**src/rtl/clk_div_duty_gen.sv**
```systemverilog
// Integer clock divider with programmable high time and start delay; clk_out is a flop output.
// Optional CLK_DIV_ERR_EN adds an err port that rejects illegal settings instead of clamping them.
module clk_div_duty_gen #(
   parameter int WIDTH = 8
) (
   input  logic             clk,
   input  logic             reset,
   input  logic             load,
   input  logic [WIDTH-1:0] divide,
   input  logic [WIDTH-1:0] high_time,
   input  logic [WIDTH-1:0] delay,
   output logic             clk_out,
   output logic             LOCKED
`ifdef CLK_DIV_ERR_EN
   ,
   output logic             err
`endif
);

   typedef enum logic [1:0] {IDLE, DELAY, RUN} state_t;

   state_t           state;
   logic [WIDTH-1:0] div_s, ht_s, dly_s;
   logic [WIDTH-1:0] cnt, dcnt;
   logic             start;
   logic [WIDTH-1:0] div_c, ht_c, cnt_nxt;
`ifdef CLK_DIV_ERR_EN
   logic             bad_set;
`endif

   always_comb begin
      div_c   = (divide == '0) ? WIDTH'(1) : divide;
      ht_c    = (high_time > div_c) ? div_c : high_time;
      cnt_nxt = (cnt == div_s - WIDTH'(1)) ? '0 : cnt + WIDTH'(1);
`ifdef CLK_DIV_ERR_EN
      bad_set = (divide == '0) || (high_time > divide);
`endif
   end

   always_ff @(posedge clk or negedge reset) begin
      if (!reset) begin
         state   <= IDLE;
         div_s   <= '0;
         ht_s    <= '0;
         dly_s   <= '0;
         cnt     <= '0;
         dcnt    <= '0;
         start   <= 1'b0;
         clk_out <= 1'b0;
         LOCKED  <= 1'b0;
`ifdef CLK_DIV_ERR_EN
         err     <= 1'b0;
`endif
      end else if (load) begin
         // a load always wins, even over a wrap that would otherwise set LOCKED
         LOCKED  <= 1'b0;
         clk_out <= 1'b0;
         cnt     <= '0;
         dcnt    <= '0;
         div_s   <= div_c;
         ht_s    <= ht_c;
         dly_s   <= delay;
         if (delay == '0) begin
            state <= RUN;
            start <= 1'b1;
         end else begin
            state <= DELAY;
            start <= 1'b0;
         end
`ifdef CLK_DIV_ERR_EN
         err <= bad_set;
         if (bad_set) begin
            state <= IDLE;
            start <= 1'b0;
         end
`endif
      end else begin
         case (state)
            IDLE: begin
               clk_out <= 1'b0;
               LOCKED  <= 1'b0;
            end
            DELAY: begin
               if (dcnt == dly_s) begin
                  state   <= RUN;
                  cnt     <= '0;
                  clk_out <= (ht_s != '0);
               end else begin
                  dcnt <= dcnt + WIDTH'(1);
               end
            end
            RUN: begin
               // start marks the first period entry, which must not count as a wrap
               if (start) begin
                  start   <= 1'b0;
                  cnt     <= '0;
                  clk_out <= (ht_s != '0);
               end else begin
                  cnt     <= cnt_nxt;
                  clk_out <= (cnt_nxt < ht_s);
                  if (cnt_nxt == '0) LOCKED <= 1'b1;
               end
            end
            default: state <= IDLE;
         endcase
      end
   end

endmodule

```
**config.mk**
```make
export PLATFORM = sky130hd
export DESIGN_NAME = clk_div_duty_gen
export DESIGN_NICKNAME = d
export VERILOG_FILES = /design/src/rtl/clk_div_duty_gen.sv
export SDC_FILE = /design/constraint.sdc
export NUM_CORES = 1
export LEC_CHECK = 0
export BUFFER_PORTS_ARGS = -buffer_cell sky130_fd_sc_hd__buf_4
export CORE_MARGIN = 4
export CORE_UTILIZATION = 50
export CTS_BUF_LIST = sky130_fd_sc_hd__clkbuf_4
export DETAILED_ROUTE_END_ITERATION = 6
export PLACE_DENSITY = 0.67
export SETUP_SLACK_MARGIN = 0.2
export SYNTH_ARGS = -nofsm -noshare
export SYNTH_HDL_FRONTEND = slang
export SYNTH_SLANG_ARGS = --single-unit
export TNS_END_PERCENT = 30
```
**constraint.sdc**
```tcl
create_clock -name clk -period 8.63 [get_ports clk]
set_clock_uncertainty 0.2 [all_clocks]
set_input_delay 0.4315 -clock clk [delete_from_list [all_inputs] [get_ports clk]]
set_output_delay 0.4315 -clock clk [all_outputs]
set_load 0.05 [all_outputs]
```
==> flow_summary.ini <==
[yosys]
yosys.area.top_type = dfrtp_1
synth_area_leaders = dfrtp_1 (36%), ha_1 (8.3%), xor2_1 (5.0%), nor2_1 (4.3%), inv_1 (3.3%)
postSynth.topFlopCell = dfrtp_1
avgSynthCellArea_sq_um = 9.191
ys.warnings.count = 0
ys_seq_area_share_pct = 35.62
syn_nets = 392
yosysUniqueCellTypes = 55
ys_async_sr_fraction_pct = 100.0
syn_area_sq_um = 3162
synth-edff-count = 0
ys_seq_elements = 45
syn_inst = 344
synth_top_area_share_pct = 35.62

[final_layout]
area_delta_synth_final_pct = 9.497
final_cell_mix = dfrtp_1 (45), nor2_1 (36), inv_1 (28), buf_4 (28)
final_common_cell = dfrtp_1
diodes = 0
nFillCells = 565
drive_gt1_share_pct = 14.68
multiInputGateArea_sq_um = 1838
seqCellArea_sq_um = 1126
finish.utilization_pct = 57.45
nets = 408

[timing]
setup_slack_ps = 4695
worst_slew_pin_slew_ps = 984.6
rsz0062_at_grt = no
fin_setup_tns_ps = 0
fmax_ghz = 0.2541
hold_viol = 0
hold_ws_ps = 98.13
setup_viol = 0
drv_slew = 0
slew_headroom_pct = 34.36
period_share_pct = 45.60
min_period_ps = 3935

[worst_hold_path]
holdPathEnd = dly_s[4]
whs_path_depth = 2
hold_path.class = primary input to flip-flop
min_from = delay[4]

[global_routing]
antenna_found_initial = 0
grt_pass1_wl_mm = 12.05
grt_overflow = 0
grt_max_degree = 46
grt.busiest_layer = met2
grt_pass1_vias = 2559
grtUsageMet2_pct = 32.53
grtUsageTotal_pct = 19.95
use_met1_pct = 27.51
grt_util_met3_pct = 3.311

[place]
dp_slack_ps = 4700
routabilityCongestion = 0.8275
port_buffers = 28
dp_hpwl_mm = 5.214

[critical_path]
regToRegSetupSlack_ps = 4700
r2r_end = clk_out
reg2reg_depth = 12
endpoint_kind = flip-flop
timing.rr.start = div_s[0]
setup.worst_path.start = div_s[0]
cp.required_ps = 8710
start_kind = flip-flop
critPathMaxFanout = 18
criticalPathCategory = flip-flop to flip-flop
crit_arrival_ps = 4010

[clock_network]
numCtsBuffers = 5
path_clk_slew_ps = 140
cts_root_buf = clkbuf_4
cts_tree = yes
cts_setup_buffers = 0
h-tree-depth = 2
clock-sinks = 45
cts_buffer_depth = 2
clk_latency_ps = 370

[floorplanning]
row_count = 28
die_area_sq_um = 7660
die_h_um = 87.52
boundaryPins = 29
core_sq_um = 6026
initial_utilization_pct = 52.47
die_x_um = 87.52

[job]
max_cap_viol_count = 0

[status]
status = completed

[drt]
antenna_left = 0
dr.pass1.iters = 4
wire_per_inst_um = 15.76
wl_mm = 6.870
drc = 0
first_iter_violations = 147
vias_per_cell = 5.844
vias = 2548

[pwr]
total_leakage_power_nw = 1.621
power_density_nw_per_um2 = 143.7
vdd.ir_drop.worst_mv = 0.08454
==> area by class of cell <==
cell class / count / area share, %
clock buffers: 5 / 1.084
clock inverters: 3 / 1.193
inverters: 28 / 3.036
multi-input cells: 251 / 53.09
flip-flops and latches: 45 / 32.53
well taps: 75 / 2.711
repair buffers: 29 / 6.361
==> metal layers <==
metal / up-vias / wire (um)
met1: 1216 / 3379
met4: 0 / 99
met3: 11 / 259
li1: 1267 / -
met5: - / 0
met2: 54 / 3131
==> critical path, stage by stage (launching register included) <==
cell       delay, ps
dfrtp_1          480
inv_1             70
ha_1             310
xnor2_1          130
or4_4            540
a2111oi_4        860
nor2_1           150
ha_1             340
nand2_1           50
nor2_1            80
nand3_1          110
a311o_1          330
a22o_1           190
==> synth_stat cells (2+ instances only) <==
cell       n
a211oi_1   4
a21boi_0   2
a21o_1    11
a21oi_1   12
a22o_1     4
a31oi_1    3
and3_1     4
and4_1     2
buf_1      2
buf_2      2
buf_6      2
clkbuf_1  14
dfrtp_1   45
ha_1      21
inv_1     28
mux2_2     9
nand2_1   21
nand3_1    6
nand3b_1   4
nand4_1    7
nor2_1    36
nor2b_1    6
nor3_1     4
nor3_2     2
nor4_1     7
o211ai_1   9
o21a_1     4
o21ai_0    5
o21bai_1   2
o221ai_1   7
o31ai_1    5
or3_1      4
xnor2_1   11
xor2_1    18
==> power breakdown <==
group / switching (W) / leakage, nW / total, W / internal [W]
clock: 0.0000718 / 0.0389 / 0.000132 / 0.0000600
sequential: 0.0000199 / 0.576 / 0.000248 / 0.000228
combinational: 0.0000662 / 1.01 / 0.000118 / 0.0000513
==> timing repair <==
action,CTS,global route
hold buffers,1,0
gates resized for setup,0,0
hold endpoints to repair,45,0
==> how the worst max path moves through the flow <==
stage / end / slack [ps]
6_report: clk_out / 4700
4_1_cts: clk_out / 4710
3_5_place_dp: clk_out / 4700
5_1_grt: clk_out / 4460
3_3_place_gp: clk_out / 4840
2_1_floorplan: clk_out / 5170
==> state kept, by name (all words and copies together) (netlist names) <==
signal and cells:
start 1, dly_s 8, clk_out 1, state 2
dcnt 8, ht_s 8, cnt 8, div_s 8
LOCKED 1
==> per-stage QoR <==
step                instances  cell area, sq um  total power (W)
CTS                       436              3462        0.0005018
floorplan                 344              3162        0.0003321
finish                    436              3462        0.0004975
global route              436              3462        0.0005312
global placement          427              3373        0.0003660
detailed placement        427              3373        0.0003703
==> cells by family (layout without fill, tap and decap cells) <==
family,Yosys count,after routing,share of synthesized area [%]
multiplexers,10,10,3.522
AO/OA/AOI/OAI,81,81,19.79
XOR/XNOR,30,30,8.548
AND/OR/NAND/NOR,109,109,17.97
buffers and inverters,48,65,6.252
flip-flops,45,45,35.62
adder cells (fa/ha/maj),21,21,8.310
Power figures use the tool's default switching activity.
